`src/rtl/hazard_pkg.sv`:
```
// Shared types and helpers for the hazard controller and its multiply occupancy FSM.
// Forwarding helpers are only referenced when HAZARD_FWD_EN is defined.
package hazard_pkg;

  typedef enum logic [1:0] {
    FWD_RF = 2'b00,
    FWD_W  = 2'b01,
    FWD_M  = 2'b10
  } fwd_sel_t;

  typedef enum logic {
    IDLE = 1'b0,
    BUSY = 1'b1
  } mul_state_t;

  localparam logic [3:0] PC_TAG = 4'd15;

  // A producer only counts when it writes and the tag is not the PC.
  function automatic logic tag_hit(input logic [3:0] ra, input logic [3:0] wa, input logic we);
    return we && (wa == ra) && (ra != PC_TAG);
  endfunction

  function automatic fwd_sel_t fwd_pick(input logic [3:0] ra,
                                        input logic [3:0] wa_m, input logic we_m,
                                        input logic [3:0] wa_w, input logic we_w);
    if (tag_hit(ra, wa_m, we_m)) return FWD_M;
    if (tag_hit(ra, wa_w, we_w)) return FWD_W;
    return FWD_RF;
  endfunction

endpackage

```
`src/rtl/hazard_mul_fsm.sv`:
```
// Multi-cycle multiply occupancy tracker: holds the multiply in E for MUL_LAT cycles
// by asserting MulStall in all but its final E cycle.
module hazard_mul_fsm
  import hazard_pkg::*;
#(
  parameter int MUL_LAT = 3,
  parameter int CW      = 2
) (
  input  logic clk,
  input  logic reset,
  input  logic MulStartE,
  output logic MulStall,
  output logic MulBusy
);

  localparam int            LOAD_I   = (MUL_LAT > 1) ? (MUL_LAT - 2) : 0;
  localparam logic [CW-1:0] CNT_LOAD = LOAD_I[CW-1:0];
  localparam logic          MULTI    = (MUL_LAT > 1);

  mul_state_t    state_q, state_d;
  logic [CW-1:0] cnt_q, cnt_d;

  always_ff @(posedge clk or posedge reset) begin
    if (reset) begin
      state_q <= IDLE;
      cnt_q   <= '0;
    end else begin
      state_q <= state_d;
      cnt_q   <= cnt_d;
    end
  end

  always_comb begin
    state_d  = state_q;
    cnt_d    = cnt_q;
    MulStall = 1'b0;
    case (state_q)
      IDLE: begin
        if (MulStartE && MULTI) begin
          state_d  = BUSY;
          cnt_d    = CNT_LOAD;
          MulStall = 1'b1;
        end
      end
      BUSY: begin
        // cnt == 0 marks the multiply's last E cycle: release the pipeline.
        if (cnt_q == '0) begin
          state_d = IDLE;
        end else begin
          cnt_d    = cnt_q - 1'b1;
          MulStall = 1'b1;
        end
      end
      default: state_d = IDLE;
    endcase
  end

  assign MulBusy = (state_q == BUSY);

endmodule

```
`src/rtl/hazard_ctrl.sv`:
```
// Hazard controller for the 5-stage core: forwarding, stalls, flushes, M/W tag shadow.
// HAZARD_FWD_EN defined enables forwarding; undefined replaces it with a full RAW stall.
module hazard_ctrl
  import hazard_pkg::*;
#(
  parameter int MUL_LAT = 3,
  parameter int CW      = 2
) (
  input  logic       clk,
  input  logic       reset,
  input  logic [3:0] RA1D,
  input  logic [3:0] RA2D,
  input  logic [3:0] RA1E,
  input  logic [3:0] RA2E,
  input  logic [3:0] WA3E,
  input  logic       RegWriteE,
  input  logic       MemtoRegE,
  input  logic       BranchTakenE,
  input  logic       MulStartE,
  output logic [1:0] ForwardAE,
  output logic [1:0] ForwardBE,
  output logic       StallF,
  output logic       StallD,
  output logic       StallE,
  output logic       FlushD,
  output logic       FlushE,
  output logic       FlushM,
  output logic       MulBusy
);

  logic [3:0] wa3_m_q, wa3_m_d, wa3_w_q, wa3_w_d;
  logic       reg_write_m_q, reg_write_m_d, reg_write_w_q, reg_write_w_d;
  logic       mul_stall, ld_stall, load_use;
  fwd_sel_t   fwd_a, fwd_b;

  hazard_mul_fsm #(.MUL_LAT(MUL_LAT), .CW(CW)) u_mul (
    .clk      (clk),
    .reset    (reset),
    .MulStartE(MulStartE),
    .MulStall (mul_stall),
    .MulBusy  (MulBusy)
  );

  assign load_use = MemtoRegE & RegWriteE & ((WA3E == RA1D) | (WA3E == RA2D));

`ifdef HAZARD_FWD_EN
  always_comb begin
    fwd_a    = fwd_pick(RA1E, wa3_m_q, reg_write_m_q, wa3_w_q, reg_write_w_q);
    fwd_b    = fwd_pick(RA2E, wa3_m_q, reg_write_m_q, wa3_w_q, reg_write_w_q);
    ld_stall = load_use;
  end
`else
  logic unused_e_tags;
  assign unused_e_tags = ^{RA1E, RA2E};

  // Without forwarding, D waits until every in-flight producer of its sources has left W.
  always_comb begin
    fwd_a    = FWD_RF;
    fwd_b    = FWD_RF;
    ld_stall = load_use
             | tag_hit(RA1D, WA3E, RegWriteE)
             | tag_hit(RA1D, wa3_m_q, reg_write_m_q)
             | tag_hit(RA1D, wa3_w_q, reg_write_w_q)
             | tag_hit(RA2D, WA3E, RegWriteE)
             | tag_hit(RA2D, wa3_m_q, reg_write_m_q)
             | tag_hit(RA2D, wa3_w_q, reg_write_w_q);
  end
`endif

  assign ForwardAE = fwd_a;
  assign ForwardBE = fwd_b;
  assign StallE    = mul_stall;
  assign StallF    = ld_stall | mul_stall;
  assign StallD    = ld_stall | mul_stall;
  assign FlushE    = (ld_stall | BranchTakenE) & ~mul_stall;
  assign FlushD    = BranchTakenE & ~mul_stall;
  assign FlushM    = mul_stall;

  always_comb begin
    wa3_m_d       = wa3_m_q;
    reg_write_m_d = 1'b0;
    if (!StallE && !FlushE) begin
      wa3_m_d       = WA3E;
      reg_write_m_d = RegWriteE;
    end
    wa3_w_d       = wa3_m_q;
    reg_write_w_d = reg_write_m_q;
  end

  always_ff @(posedge clk or posedge reset) begin
    if (reset) begin
      wa3_m_q       <= '0;
      wa3_w_q       <= '0;
      reg_write_m_q <= 1'b0;
      reg_write_w_q <= 1'b0;
    end else begin
      wa3_m_q       <= wa3_m_d;
      wa3_w_q       <= wa3_w_d;
      reg_write_m_q <= reg_write_m_d;
      reg_write_w_q <= reg_write_w_d;
    end
  end

endmodule

```
`config.mk`:
```
export PLATFORM = sky130hd
export DESIGN_NAME = hazard_ctrl
export DESIGN_NICKNAME = d
export VERILOG_FILES = /design/src/rtl/hazard_pkg.sv /design/src/rtl/hazard_mul_fsm.sv /design/src/rtl/hazard_ctrl.sv
export SDC_FILE = /design/constraint.sdc
export NUM_CORES = 1
export LEC_CHECK = 0
export BUFFER_PORTS_ARGS = -buffer_cell sky130_fd_sc_hd__clkbuf_2
export CORE_MARGIN = 5
export CORE_UTILIZATION = 33
export DETAILED_ROUTE_END_ITERATION = 10
export PLACE_DENSITY = 0.57
export RECOVER_POWER = 50
export SYNTH_ARGS = -nofsm -noshare
export SYNTH_HDL_FRONTEND = slang
export SYNTH_SLANG_ARGS = --single-unit
```
`constraint.sdc`:
```
create_clock -name clk -period 2.9 [get_ports clk]
set_input_delay 0.29 -clock clk [delete_from_list [all_inputs] [get_ports clk]]
set_output_delay 0.29 -clock clk [all_outputs]
set_load 0.01 [all_outputs]
```
# Word-level counts from Yosys, hierarchy flattened
# Index checks and enable logic that the tools add are counted.
[op_classes]
add_sub_neg = 1
n_eq_ne = 10
mux = 7
bitwise_logic = 15
n_reduce_logical = 17
[ops]
columns = ["operator", "n"]
rows = [
  ["4-bit == test", 6],
  ["1-bit logical AND", 13],
  ["1-bit OR", 9],
  ["4-bit inequality test, second input constant", 2],
  ["1-bit bitwise AND", 4],
  ["2-bit two-way mux", 2],
  ["2-bit inequality test, second input constant", 2],
  ["2-bit case mux with 2 select lines", 1],
  ["1-bit two-way mux", 3],
  ["1-bit zero test", 2],
  ["2-bit zero test", 1],
  ["1-bit inverter", 2],
  ["1-bit case mux with 2 select lines", 1],
  ["2-bit AND reduction", 1],
  ["2-bit by 1-bit subtractor with 2-bit output, second input constant", 1],
]
[word_totals]
regBits = 13
in_bits = 26
output_inout_bits = 11
elab_cells = 56

# Longest topological paths before layout
# Gate-level depths: netlist of the first run.
[depth]
ltp_word = 14
depth_mapped = 7

# By module
# Synthesis of the first run repeated with hierarchy kept, for this count alone.
[hier_totals]
cells_unflattened = 95
area_unflattened_um2 = 913.4
[by_module_without_submodules]
columns = ["module", "n_inst", "cells_per_inst", "area_each_um2"]
rows = [
  ["hazard_ctrl", 1, 81, 762.0],
  ["hazard_mul_fsm", 1, 14, 151.4],
]

# Worst setup path after synthesis of the first run
# No wires, ideal clock.
[synth_timing]
path_type = "flip-flop to output port"
start = "reg wa3_m_q[3]"
end = "out StallF"
t_arrival_ns = 1.521
required_time_ns = 2.610
slack_ns = 1.089
path_stages_with_launch = 7
path_cell_list = "dfrtp_1 and2_2 a21oi_1 o22ai_1 nor4_2 nand2_1 buf_4"
[synth_between]
elab_chain_cells = 9
word_cells_on_any_way = 12
[synth_rtl]
columns = ["element", "line_no", "text"]
rows = [
  ["start, declared", "hazard_ctrl.sv:31", "logic [3:0] wa3_m_q, wa3_m_d, wa3_w_q, wa3_w_d;"],
  ["start signal, assigned", "hazard_ctrl.sv:97", "wa3_m_q <= wa3_m_d;"],
  ["4-bit == test", "hazard_pkg.sv:20", "return we && (wa == ra) && (ra != PC_TAG);"],
  ["1-bit logical AND (2 in a row)", "hazard_pkg.sv:20", ""],
  ["1-bit OR", "hazard_ctrl.sv:62", "| tag_hit(RA1D, wa3_m_q, reg_write_m_q)"],
  ["1-bit OR", "hazard_ctrl.sv:63", "| tag_hit(RA1D, wa3_w_q, reg_write_w_q)"],
  ["1-bit OR", "hazard_ctrl.sv:64", "| tag_hit(RA2D, WA3E, RegWriteE)"],
  ["1-bit OR (*)", "hazard_ctrl.sv:65", "| tag_hit(RA2D, wa3_m_q, reg_write_m_q)"],
  ["1-bit OR (*)", "hazard_ctrl.sv:66", "| tag_hit(RA2D, wa3_w_q, reg_write_w_q);"],
  ["1-bit OR (*)", "-", ""],
  ["end, declared", "hazard_ctrl.sv:22", "output logic StallF,"],
]
# Mark *: on every way between the ends. The rest lies on a longest branch, timed or not.

# Worst setup path in the final report of the first run
[layout_timing]
start = "reg wa3_m_q[3]"
end = "out StallF"
[layout_between]
elab_chain_cells = 9
word_cells_on_any_way = 12
[layout_rtl]
columns = ["element", "line_no", "text"]
rows = [
  ["4-bit == test", "hazard_pkg.sv:20", ""],
  ["1-bit logical AND (2 in a row)", "hazard_pkg.sv:20", ""],
  ["1-bit OR", "hazard_ctrl.sv:62", ""],
  ["1-bit OR", "hazard_ctrl.sv:63", ""],
  ["1-bit OR", "hazard_ctrl.sv:64", ""],
  ["1-bit OR (*)", "hazard_ctrl.sv:65", ""],
  ["1-bit OR (*)", "hazard_ctrl.sv:66", ""],
  ["1-bit OR (*)", "hazard_ctrl.sv:73", "assign StallF = ld_stall | mul_stall;"],
]
# Marked as above.

==> metrics.txt, run 1 <==
# TYPE chip_impl_metric gauge
chip_impl_info{name="outcome",value="finished, final reports clean"} 1
chip_impl_metric{name="die_outline_area",unit="µm²"} 3830
chip_impl_metric{name="timing_max_transition_violations_final",unit=""} 0
chip_impl_metric{name="power.static_leakage",unit="nW"} 0.468
chip_impl_metric{name="totalNegativeSetupSlack",unit="ns"} 0
chip_impl_metric{name="grt_overflow_total",unit=""} 0
chip_impl_metric{name="cpPeakStageDelay",unit="ns"} 0.46
chip_impl_info{name="crit_path_start_kind",value="register"} 1
chip_impl_metric{name="largest_buffer_count_on_any_clock_path",unit=""} 2
chip_impl_metric{name="postSynthRegisterBits",unit=""} 13
chip_impl_info{name="end_kind",value="output pin"} 1
chip_impl_metric{name="numPortBuffers",unit=""} 24
chip_impl_metric{name="avgSynthCellArea",unit="µm²"} 9.16
chip_impl_metric{name="initial_utilization",unit=""} 0.352
chip_impl_metric{name="cts_hold_buffers",unit=""} 0
chip_impl_metric{name="share_seq_of_total_power",unit=""} 0.412
chip_impl_metric{name="cts_sinks",unit=""} 13
chip_impl_metric{name="dp_cells",unit=""} 146
chip_impl_metric{name="grt_util_all_layers",unit=""} 0.115
chip_impl_metric{name="postCtsSetupRepairBufs",unit=""} 0
chip_impl_metric{name="htree_num_levels",unit=""} 1
chip_impl_metric{name="ys_types",unit=""} 24
chip_impl_metric{name="layout-drive-gt1-share",unit=""} 0.267
chip_impl_metric{name="first_pass_iters",unit=""} 4
chip_impl_metric{name="post-place-ws",unit="ns"} 0.924
chip_impl_info{name="synth_area_leader_cell",value="sky130_fd_sc_hd__dfrtp_1"} 1
chip_impl_metric{name="diodes",unit=""} 0
chip_impl_metric{name="power.share.switching",unit=""} 0.390
chip_impl_metric{name="net-switching-power",unit="W"} 0.000326
chip_impl_metric{name="number_of_global_route_vias_before_repair",unit=""} 785
chip_impl_metric{name="placeableCoreArea",unit="µm²"} 2520
chip_impl_metric{name="number_of_antenna_violations_at_the_first_check_in_global_routing",unit=""} 0
chip_impl_info{name="clk_root_buffer_cell",value="sky130_fd_sc_hd__clkbuf_4"} 1
chip_impl_metric{name="die_y",unit="µm"} 61.9
chip_impl_metric{name="drtAntennaViolNets",unit=""} 0
chip_impl_metric{name="post_detailed_route_via_to_cell_ratio",unit=""} 4.85
chip_impl_metric{name="mappedNetlistArea",unit="µm²"} 888
chip_impl_metric{name="clkTransAtPathRegs",unit="ns"} 0.07
chip_impl_metric{name="synth_warnings",unit=""} 0
chip_impl_metric{name="layout.nets",unit=""} 148
chip_impl_info{name="ordered_list_of_cells_on_the_worst_path",value="and2_2 > a21oi_1 > o22ai_1 > nor4_2 > nand2_1 > clkbuf_2"} 1
chip_impl_metric{name="max_cap_violations",unit=""} 0
chip_impl_info{name="synthMostInstantiatedCell",value="sky130_fd_sc_hd__xnor2_1"} 1
chip_impl_metric{name="post_cts_resized",unit=""} 0
chip_impl_metric{name="boundaryPins",unit=""} 37
chip_impl_info{name="yosys-top-cells-count",value="20 x sky130_fd_sc_hd__xnor2_1, 13 x sky130_fd_sc_hd__dfrtp_1, 8 x sky130_fd_sc_hd__nor2_1, 7 x sky130_fd_sc_hd__a21oi_1, 7 x sky130_fd_sc_hd__inv_1"} 1
chip_impl_metric{name="crit_path_time_final",unit="ns"} 2.20
chip_impl_metric{name="cts-buffers-inserted",unit=""} 3
chip_impl_metric{name="seq_area_frac_synth",unit=""} 0.366
chip_impl_metric{name="num_vias",unit=""} 727
chip_impl_metric{name="cp.required",unit="ns"} 2.61
chip_impl_metric{name="first_iter_violations",unit=""} 8
chip_impl_metric{name="clk-insertion-delay-late",unit="ns"} 0.27
chip_impl_info{name="tritoncts",value="yes"} 1
chip_impl_info{name="synth_area_leaders",value="sky130_fd_sc_hd__dfrtp_1 37%, sky130_fd_sc_hd__xnor2_1 20%, sky130_fd_sc_hd__buf_4 5.1%"} 1
chip_impl_metric{name="asyncSetResetFlopFracSynth",unit=""} 1.00
chip_impl_metric{name="power_report.internal_total",unit="W"} 0.000511
chip_impl_metric{name="synth_largest_type_area_fraction",unit=""} 0.366
chip_impl_metric{name="remaining_drc_errors",unit=""} 0
chip_impl_metric{name="power.density",unit="nW/µm²"} 814
chip_impl_metric{name="worst-path-max-fanout",unit=""} 6
chip_impl_metric{name="post-route-worst-setup-slack",unit="ns"} 0.705
chip_impl_metric{name="power.share.combinational",unit=""} 0.459
chip_impl_metric{name="final_cells",unit=""} 150
chip_impl_metric{name="post_synth_inst_count",unit=""} 97
chip_impl_metric{name="detailed_place_hpwl",unit="µm"} 1530
chip_impl_metric{name="period_share",unit=""} 0.757
chip_impl_metric{name="timing.final.hold_violations",unit=""} 0
chip_impl_metric{name="die_width",unit="µm"} 61.9
chip_impl_metric{name="gp_routability_congestion",unit=""} 0.831
chip_impl_metric{name="data_arrival_time_of_the_worst_path",unit="ns"} 1.91
chip_impl_metric{name="setup_skew_after_layout",unit="ns"} 0.000666
chip_impl_info{name="rsz0062_at_grt",value="no"} 1
chip_impl_metric{name="num_rows",unit=""} 18
chip_impl_info{name="yosys_most_used_dff",value="sky130_fd_sc_hd__dfrtp_1"} 1
chip_impl_metric{name="clock_power_share",unit=""} 0.128
chip_impl_metric{name="synth_edf_count",unit=""} 0
chip_impl_info{name="worstHoldPathType",value="in -> async"} 1
chip_impl_metric{name="finalSetupViolCount",unit=""} 0
chip_impl_info{name="worst-setup-path-type",value="reg -> out"} 1
chip_impl_metric{name="drt-total-wl",unit="µm"} 1800
chip_impl_metric{name="grt_first_pass_wirelength",unit="µm"} 3210
chip_impl_metric{name="grt_max_degree",unit=""} 14
chip_impl_metric{name="post_drt_wl_per_cell",unit="µm"} 12.0
chip_impl_metric{name="syn2layout_area_growth",unit="%"} 15.8
chip_impl_metric{name="peakVddDrop",unit="mV"} 0.555
chip_impl_metric{name="maxClockFrequency",unit="MHz"} 456
chip_impl_info{name="critical-path-slowest-cell",value="sky130_fd_sc_hd__nor4_2"} 1
## path summary, 6_finish.rpt
path	from	end	slack (ns)	cells past startpoint
max	wa3_m_q[3]	StallF	0.70	6
min	reset	wa3_w_q[0]	0.01	2
max reg2reg	wa3_m_q[3]	wa3_m_q[2]	0.92	6
min reg2reg	reg_write_m_q	reg_write_w_q	0.42	0
max in group asynchronous	reset	wa3_w_q[1]	2.57	2
min in group clk	MulStartE	u_mul.cnt_q[1]	0.21	2
## critical path, delay by kind of cell, from the launching register on
kind	cells	cell delay, ns
flip-flops	1	0.44
AND/OR/NAND/NOR	3	0.80
AO/OA/AOI/OAI	2	0.25
buffers and inverters	1	0.15
## final cells by class
cell class	count	area, µm²
multi-input cells	72	493
well taps	30	37.5
repair buffers	24	120
clock buffers	4	26.3
flip-flops and latches	13	325
fillers	257	1490
inverters	7	26.3
## stage by stage
stage               power (W)  hold WS, ns  utilization  cell area [µm²]
CTS                  0.000850       0.0217        0.408             1030
floorplan            0.000644        0.167            -              900
global placement     0.000722        0.321        0.397             1000
finish               0.000837      0.00963        0.408             1030
global route         0.000921       0.0477        0.408             1030
detailed placement   0.000739        0.318        0.397             1000
## power groups by stage
stage | clock network (W) | registers [W] | logic (W)
6_report | 0.000108 | 0.000345 | 0.000384
3_3_place_gp | 0 | 0.000345 | 0.000377
2_1_floorplan | 0 | 0.000333 | 0.000310
5_1_grt | 0.000125 | 0.000358 | 0.000439
4_1_cts | 0.000113 | 0.000345 | 0.000392
3_5_place_dp | 0 | 0.000350 | 0.000389
## layout by cell type (no fill, tap or decap), drive strengths merged
cell	netlist	routed
dfrtp	13	13
a21o	1	1
a21oi	7	7
and3	1	1
nand4	6	6
o22ai	3	3
clkbuf	0	28
o31ai	1	1
xnor2	20	20
conb	1	4
o21ai	2	2
and2	4	4
ha	1	1
nand2	5	5
nand3	3	3
nor2	8	8
mux2	4	4
nor4	1	1
mux2i	1	1
inv	7	7
## kinds of logic (layout without fill, tap and decap cells)
| family | count (synthesis) | after routing | synth area share |
|---|---|---|---|
| flops | 13 | 13 | 0.366 |
| buf+inv | 15 | 35 | 0.0916 |
| other cells | 1 | 4 | 0.00422 |
| mux | 5 | 5 | 0.0620 |
| simple gates | 28 | 28 | 0.169 |
| compound gates | 14 | 14 | 0.0958 |
| fa+ha+maj | 1 | 1 | 0.0141 |
| xor+xnor | 20 | 20 | 0.197 |
## metal layers
metal | part of all wire | vias to the layer above | global-route usage
met5 | 0 | - | 0
li1 | - | 362 | -
met3 | 0.047 | 2 | 0.0186
met2 | 0.51 | 22 | 0.193
met4 | 0.015 | 0 | 0.0636
met1 | 0.43 | 341 | 0.139
## state kept, by name, summed over array words and instances (netlist names)
register       count
wa3_m_q            4
wa3_w_q            4
u_mul.cnt_q        2
reg_write_m_q      1
reg_write_w_q      1
u_mul.MulBusy      1
(Power assumes the default switching activity.)
==> run 2, diff against run 1 <==
--- a/config.mk
+++ b/config.mk
@@ -9,7 +9,7 @@
 export CORE_MARGIN = 5
 export CORE_UTILIZATION = 33
 export DETAILED_ROUTE_END_ITERATION = 10
-export PLACE_DENSITY = 0.57
+export PLACE_DENSITY = 0.59
 export RECOVER_POWER = 50
 export SYNTH_ARGS = -nofsm -noshare
 export SYNTH_HDL_FRONTEND = slang
==> constraint.sdc (replaced) <==
create_clock -name clk -period 1.9 [get_ports clk]
set_input_delay 0.19 -clock clk [delete_from_list [all_inputs] [get_ports clk]]
set_output_delay 0.19 -clock clk [all_outputs]
set_load 0.01 [all_outputs]
==> run 2 against run 1 <==
- the run now ends with negative setup slack left
- wire length up 8.2%
- final cell count up 4.7%
- largest power group unchanged
- hold slack better by 0.082 ns
- die area unchanged
- clock skew up 0.0026 ns
- clock power up 59%
==> metrics.txt, run 2 (synthesis results as in run 1) <==
# TYPE chip_impl_metric gauge
chip_impl_info{name="rsz0062_at_grt",value="yes"} 1
chip_impl_metric{name="area_of_the_multi_input_gates",unit="µm²"} 529
chip_impl_metric{name="peakVddDrop",unit="mV"} 0.940
chip_impl_info{name="tritoncts",value="yes"} 1
chip_impl_info{name="worst-setup-path-type",value="reg -> out"} 1
chip_impl_metric{name="clk-insertion-delay-late",unit="ns"} 0.28
chip_impl_metric{name="fin_area",unit="µm²"} 1130
chip_impl_metric{name="setup_skew_after_layout",unit="ns"} 0.00329
chip_impl_metric{name="cp_num_buf_inv",unit=""} 2
chip_impl_metric{name="grt_overflow_total",unit=""} 0
chip_impl_metric{name="post-route-worst-setup-slack",unit="ns"} -0.0356
chip_impl_info{name="failed_checks",value="negative setup slack"} 1
chip_impl_metric{name="htree_num_levels",unit=""} 1
chip_impl_metric{name="diodes",unit=""} 0
chip_impl_metric{name="grt_first_pass_wirelength",unit="µm"} 3220
chip_impl_metric{name="cts-buffers-inserted",unit=""} 3
chip_impl_metric{name="finalSetupViolCount",unit=""} 3
chip_impl_metric{name="layout.nets",unit=""} 155
chip_impl_metric{name="power.density",unit="nW/µm²"} 1270
chip_impl_metric{name="clkTransAtPathRegs",unit="ns"} 0.08
chip_impl_metric{name="maxClockFrequency",unit="MHz"} 517
chip_impl_metric{name="drtAntennaViolNets",unit=""} 0
chip_impl_info{name="outcome",value="complete, but fails checks"} 1
chip_impl_info{name="crit_path_start_kind",value="register"} 1
chip_impl_metric{name="placeableCoreArea",unit="µm²"} 2520
chip_impl_metric{name="boundaryPins",unit=""} 37
chip_impl_metric{name="num_rows",unit=""} 18
chip_impl_metric{name="syn2layout_area_growth",unit="%"} 27.5
chip_impl_info{name="critical-path-top-delay-family",value="simple AND/OR/NAND/NOR gates"} 1
chip_impl_metric{name="post-place-ws",unit="ns"} 0.100
chip_impl_metric{name="number_of_antenna_violations_at_the_first_check_in_global_routing",unit=""} 0
chip_impl_metric{name="met2RoutedLength",unit="µm"} 939
chip_impl_metric{name="remaining_drc_errors",unit=""} 0
chip_impl_metric{name="numPortBuffers",unit=""} 24
chip_impl_metric{name="number_of_global_route_vias_before_repair",unit=""} 744
chip_impl_metric{name="worst_hold_path.num_cells",unit=""} 2
chip_impl_metric{name="grt_max_degree",unit=""} 14
chip_impl_info{name="largest_registers",value="wa3_m_q (4), wa3_w_q (4), u_mul.cnt_q (2)"} 1
chip_impl_metric{name="max_cap_violations",unit=""} 0
chip_impl_metric{name="timing.final.hold_violations",unit=""} 0
chip_impl_metric{name="worst-path-max-fanout",unit=""} 3
chip_impl_info{name="critical-path-slowest-cell",value="sky130_fd_sc_hd__dfrtp_1"} 1
chip_impl_metric{name="num-fill-cells",unit=""} 265
chip_impl_metric{name="met1_length",unit="µm"} 824
chip_impl_info{name="clk_root_buffer_cell",value="sky130_fd_sc_hd__clkbuf_4"} 1
chip_impl_info{name="reg_to_reg_startpoint",value="wa3_m_q[3]"} 1
chip_impl_info{name="ordered_list_of_cells_on_the_worst_path",value="and2_4 > a21oi_2 > o22ai_2 > nor4_2 > buf_4 > a21oi_1 > clkbuf_2"} 1
chip_impl_info{name="highest_layer",value="met4"} 1
chip_impl_metric{name="die_y",unit="µm"} 61.9
chip_impl_metric{name="timing_max_transition_violations_final",unit=""} 0
chip_impl_metric{name="initial_utilization",unit=""} 0.352
chip_impl_info{name="layout.cells.most_common_list",value="22 x sky130_fd_sc_hd__clkbuf_2, 20 x sky130_fd_sc_hd__xnor2_1, 13 x sky130_fd_sc_hd__dfrtp_1"} 1
chip_impl_metric{name="die_width",unit="µm"} 61.9
chip_impl_metric{name="timing_worst_slew_pin_value",unit="ns"} 0.507
chip_impl_info{name="layout.cells.most_common",value="sky130_fd_sc_hd__clkbuf_2"} 1
chip_impl_info{name="worstHoldPathType",value="in -> reg"} 1
chip_impl_metric{name="period_share",unit=""} 1.02
chip_impl_metric{name="cp.required",unit="ns"} 1.71
chip_impl_info{name="hold_start",value="MulStartE"} 1
chip_impl_metric{name="post_place_instance_area",unit="µm²"} 1020
chip_impl_info{name="worst_hold_path.endpoint",value="u_mul.cnt_q[1]"} 1
chip_impl_metric{name="p_total",unit="W"} 0.00144
chip_impl_metric{name="largest_buffer_count_on_any_clock_path",unit=""} 2
chip_impl_metric{name="num_vias",unit=""} 760
chip_impl_info{name="end_kind",value="output pin"} 1
chip_impl_metric{name="gp_routability_congestion",unit=""} 0.812
chip_impl_metric{name="ff2ff_setup_slack",unit="ns"} 0.03
chip_impl_metric{name="first_pass_iters",unit=""} 4
chip_impl_metric{name="storage_cell_area",unit="µm²"} 325
chip_impl_metric{name="power.static_leakage",unit="nW"} 0.517
chip_impl_metric{name="detailed_place_hpwl",unit="µm"} 1510
chip_impl_metric{name="layout-drive-gt1-share",unit=""} 0.362
chip_impl_metric{name="met3RoutedLength",unit="µm"} 135
chip_impl_metric{name="cpPeakStageDelay",unit="ns"} 0.39
chip_impl_metric{name="worst-r2r-cell-count",unit=""} 8
chip_impl_metric{name="grt_util_all_layers",unit=""} 0.114
chip_impl_metric{name="data_arrival_time_of_the_worst_path",unit="ns"} 1.75
chip_impl_metric{name="die_outline_area",unit="µm²"} 3830
chip_impl_metric{name="cts_sinks",unit=""} 13
chip_impl_info{name="r2r_end",value="wa3_m_q[0]"} 1
chip_impl_metric{name="drt-total-wl",unit="µm"} 1940
chip_impl_metric{name="crit_path_time_final",unit="ns"} 1.94
chip_impl_metric{name="post_drt_wl_per_cell",unit="µm"} 12.4
chip_impl_metric{name="post_detailed_route_via_to_cell_ratio",unit=""} 4.84
chip_impl_metric{name="worst_slew_margin_rel",unit=""} 0.661
chip_impl_metric{name="first_iter_violations",unit=""} 18
==> run 2: cell count changes in the layout (fill, tap and decap cells not counted), sizes merged <==
cell         before  now
clkbuf           28   27
buf               0    7
dlygate4sd3       0    1
==> run 2: worst max-delay path by stage <==
stage,depth (start not counted),from,end
2_1_floorplan,6,wa3_m_q[3],wa3_m_q[0]
3_3_place_gp,6,wa3_w_q[0],wa3_m_q[0]
3_5_place_dp,6,wa3_w_q[0],wa3_m_q[0]
4_1_cts,7,wa3_m_q[0],FlushE
5_1_grt,8,wa3_m_q[3],StallD
6_report,7,wa3_m_q[3],FlushE
==> run 2: metrics by stage <==
| step | cells | utilization | hold WS, ns | setup TNS (ns) |
|---|---|---|---|---|
| final | 157 | 0.449 | 0.0918 | -0.104 |
| after CTS | 156 | 0.432 | 0.0906 | -0.0617 |
| after floorplan | 100 | - | 0.0670 | 0 |
| after global placement | 148 | 0.403 | 0.224 | 0 |
| after global routing | 157 | 0.449 | 0.0780 | -0.805 |
| after detailed placement | 148 | 0.403 | 0.226 | 0 |
==> run 2: power breakdown <==
part           internal (W)  switching (W)
Clock             0.0000814      0.0000904
Combinational      0.000406       0.000350
Sequential         0.000403       0.000109
Total              0.000891       0.000549
==> run 2: final cells by class <==
class,instances,area share
multi-input cells,72,0.467
flip-flops and latches,13,0.287
repair buffers,31,0.166
clock buffers,4,0.0232
inverters,7,0.0232
well taps,30,0.0331
==> run 2: repair_timing <==
action                                  in CTS  in global routing
setup buffers                                3                  1
pin swaps                                    6                  4
endpoints found under the setup margin       3                  7
endpoints found under the hold margin       13                  0
resized for setup                            4                 10
hold buffers                                 1                  0
==> run 2: layer usage <==
metal	track usage	up-vias
met3	0.0269	5
met5	0	-
li1	-	376
met2	0.175	22
met4	0.0636	0
met1	0.148	357
==> run 3, diff against run 2 <==
--- a/config.mk
+++ b/config.mk
@@ -5,11 +5,11 @@
 export SDC_FILE = /design/constraint.sdc
 export NUM_CORES = 1
 export LEC_CHECK = 0
-export BUFFER_PORTS_ARGS = -buffer_cell sky130_fd_sc_hd__clkbuf_2
 export CORE_MARGIN = 5
 export CORE_UTILIZATION = 33
 export DETAILED_ROUTE_END_ITERATION = 10
-export PLACE_DENSITY = 0.59
+export DONT_BUFFER_PORTS = 1
+export PLACE_DENSITY = 0.46
 export RECOVER_POWER = 50
 export SYNTH_ARGS = -nofsm -noshare
 export SYNTH_HDL_FRONTEND = slang
==> run 3 against run 2 <==
- maximum frequency increased by 3.7%
- critical endpoint is now StallF
- hold slack worse by 0.038 ns
- combinational power is 14% lower
- wire length up 0.36%
- count of clock-buffer cells in the layout did not move
- sequential share of layout area up 2.6 points
- the flow now finishes without violations
- critical path depth decreased by 1
- sequential power grew 5.7%
- die area unchanged
- critical path type unchanged
- clock skew fell by 0.0024 ns
==> metrics.txt, run 3 (synthesis results as in run 1) <==
# TYPE chip_impl_metric gauge
chip_impl_info{name="outcome",value="finished, final reports clean"} 1
chip_impl_metric{name="die_width",unit="µm"} 61.9
chip_impl_metric{name="drt-total-wl",unit="µm"} 1950
chip_impl_metric{name="htree_num_levels",unit=""} 1
chip_impl_metric{name="storage_cell_area",unit="µm²"} 327
chip_impl_metric{name="num_vias",unit=""} 664
chip_impl_metric{name="fin_area",unit="µm²"} 1040
chip_impl_metric{name="numPortBuffers",unit=""} 0
chip_impl_metric{name="clkTransAtPathRegs",unit="ns"} 0.07
chip_impl_metric{name="grt_util_all_layers",unit=""} 0.113
chip_impl_metric{name="power.density",unit="nW/µm²"} 1300
chip_impl_info{name="tritoncts",value="yes"} 1
chip_impl_metric{name="grt_max_degree",unit=""} 14
chip_impl_metric{name="syn2layout_area_growth",unit="%"} 17.3
chip_impl_metric{name="clk-insertion-delay-late",unit="ns"} 0.27
chip_impl_metric{name="boundaryPins",unit=""} 37
chip_impl_metric{name="power_report.internal_total",unit="W"} 0.000833
chip_impl_metric{name="num-fill-cells",unit=""} 263
chip_impl_metric{name="timing.final.hold_violations",unit=""} 0
chip_impl_metric{name="share_seq_of_total_power",unit=""} 0.398
chip_impl_metric{name="initial_utilization",unit=""} 0.352
chip_impl_metric{name="detailed_place_hpwl",unit="µm"} 1590
chip_impl_metric{name="placeableCoreArea",unit="µm²"} 2520
chip_impl_info{name="worst-setup-path-type",value="reg -> out"} 1
chip_impl_metric{name="post_place_instance_area",unit="µm²"} 912
chip_impl_metric{name="worst-path-max-fanout",unit=""} 4
chip_impl_metric{name="first_iter_violations",unit=""} 13
chip_impl_metric{name="timing_max_transition_violations_final",unit=""} 0
chip_impl_metric{name="layout-drive-gt1-share",unit=""} 0.243
chip_impl_metric{name="net-switching-power",unit="W"} 0.000523
chip_impl_metric{name="data_arrival_time_of_the_worst_path",unit="ns"} 1.68
chip_impl_metric{name="gp_routability_congestion",unit=""} 0.779
chip_impl_metric{name="number_of_antenna_violations_at_the_first_check_in_global_routing",unit=""} 0
chip_impl_metric{name="maxClockFrequency",unit="MHz"} 536
chip_impl_metric{name="num_rows",unit=""} 18
chip_impl_metric{name="die_outline_area",unit="µm²"} 3830
chip_impl_metric{name="die_y",unit="µm"} 61.9
chip_impl_metric{name="clock_power_share",unit=""} 0.121
chip_impl_info{name="largest_registers",value="wa3_m_q (4), wa3_w_q (4), u_mul.cnt_q (2)"} 1
chip_impl_metric{name="cts-buffers-inserted",unit=""} 3
chip_impl_metric{name="fin_util",unit=""} 0.413
chip_impl_metric{name="cpPeakStageDelay",unit="ns"} 0.42
chip_impl_metric{name="crit_path_time_final",unit="ns"} 1.87
chip_impl_metric{name="cp.required",unit="ns"} 1.71
chip_impl_info{name="layout.cells.most_common_list",value="19 x sky130_fd_sc_hd__xnor2_1, 12 x sky130_fd_sc_hd__dfrtp_1, 8 x sky130_fd_sc_hd__nor2_1"} 1
chip_impl_metric{name="power.share.switching",unit=""} 0.386
chip_impl_info{name="ordered_list_of_cells_on_the_worst_path",value="and2_4 > a21oi_2 > o22ai_2 > nor4_4 > buf_6 > nand2_4"} 1
chip_impl_metric{name="drtAntennaViolNets",unit=""} 0
chip_impl_info{name="rsz0062_at_grt",value="yes"} 1
chip_impl_metric{name="post_detailed_route_via_to_cell_ratio",unit=""} 4.99
chip_impl_metric{name="power.share.combinational",unit=""} 0.481
chip_impl_metric{name="first_pass_iters",unit=""} 3
chip_impl_metric{name="power.static_leakage",unit="nW"} 0.431
chip_impl_metric{name="peakVddDrop",unit="mV"} 0.646
chip_impl_info{name="end_kind",value="output pin"} 1
chip_impl_metric{name="max_cap_violations",unit=""} 0
chip_impl_metric{name="remaining_drc_errors",unit=""} 0
chip_impl_metric{name="largest_buffer_count_on_any_clock_path",unit=""} 2
chip_impl_metric{name="area_of_the_multi_input_gates",unit="µm²"} 564
chip_impl_metric{name="grt_overflow_total",unit=""} 0
chip_impl_metric{name="layout.nets",unit=""} 131
chip_impl_metric{name="post_drt_wl_per_cell",unit="µm"} 14.7
chip_impl_metric{name="diodes",unit=""} 0
chip_impl_metric{name="number_of_global_route_vias_before_repair",unit=""} 729
chip_impl_metric{name="period_share",unit=""} 0.982
chip_impl_metric{name="cts_sinks",unit=""} 13
chip_impl_info{name="critical-path-slowest-cell",value="sky130_fd_sc_hd__dfrtp_1"} 1
chip_impl_info{name="worstHoldPathType",value="in -> reg"} 1
chip_impl_info{name="clk_root_buffer_cell",value="sky130_fd_sc_hd__clkbuf_4"} 1
chip_impl_metric{name="p_total",unit="W"} 0.00136
chip_impl_metric{name="setup_skew_after_layout",unit="ns"} 0.000930
chip_impl_metric{name="finalSetupViolCount",unit=""} 0
chip_impl_info{name="crit_path_start_kind",value="register"} 1
chip_impl_info{name="layout.cells.most_common",value="sky130_fd_sc_hd__xnor2_1"} 1
chip_impl_metric{name="grt_first_pass_wirelength",unit="µm"} 3170
-- run 3: power groups by stage --
stage / clock [W] / sequential, W / combinational, W
final: 0.000164 / 0.000540 / 0.000652
after CTS: 0.000171 / 0.000531 / 0.000594
after floorplan: 0 / 0.000509 / 0.000474
after detailed placement: 0 / 0.000537 / 0.000541
after global routing: 0.000188 / 0.000562 / 0.000724
after global placement: 0 / 0.000534 / 0.000524
-- run 3: layout make-up --
| type | count | share of cell area |
|---|---|---|
| Multi-Input combinational cell | 72 | 0.541 |
| Sequential cell | 13 | 0.313 |
| Tap cell | 30 | 0.0360 |
| Timing Repair Buffer | 7 | 0.0588 |
| Clock buffer | 4 | 0.0252 |
| Inverter | 7 | 0.0252 |
-- run 3: through the flow --
| step | TNS (ns) | std cells | hold slack (ns) | worst slack, ns |
|---|---|---|---|---|
| after floorplan | 0 | 100 | 0.0670 | 0.151 |
| after global placement | 0 | 126 | 0.141 | 0.100 |
| after detailed placement | 0 | 126 | 0.137 | 0.0809 |
| after CTS | -0.00559 | 133 | 0.0443 | -0.00559 |
| after global routing | -0.256 | 133 | 0.0350 | -0.0494 |
| final | 0 | 133 | 0.0533 | 0.0337 |
-- run 3: path summary, 6_finish.rpt --
path	startpoint	to	slack (ns)	cells past startpoint
max in group asynchronous	reset	wa3_m_q[0]	1.17	2
worst max-delay path	wa3_m_q[3]	StallF	0.03	6
worst min-delay path	WA3E[2]	wa3_m_q[2]	0.05	1
worst max register to register	wa3_m_q[3]	wa3_m_q[1]	0.05	7
worst min register to register	reg_write_m_q	reg_write_w_q	0.41	0
min in group asynchronous	reset	u_mul.MulBusy	0.38	2
-- run 3: critical path, delay by kind of cell, from the launching register on --
kind	cells	cell delay (ns)
and+or+nand+nor	3	0.56
AOI/OAI and AO/OA	2	0.26
DFF	1	0.42
buffers and inverters	1	0.17
-- run 3: layer usage --
layer,vias to the layer above,GRT usage,wire [µm]
met3,2,0.0165,119
met2,16,0.184,935
met4,0,0.0455,19
li1,327,-,-
met1,319,0.152,876
met5,-,0,0
-- run 3: timing repair --
item,in CTS,in global routing
pin swaps,4,13
endpoints found under the hold margin,14,0
setup buffers,1,1
gates resized for setup,7,11
hold buffers,2,0
setup endpoints to repair,3,7
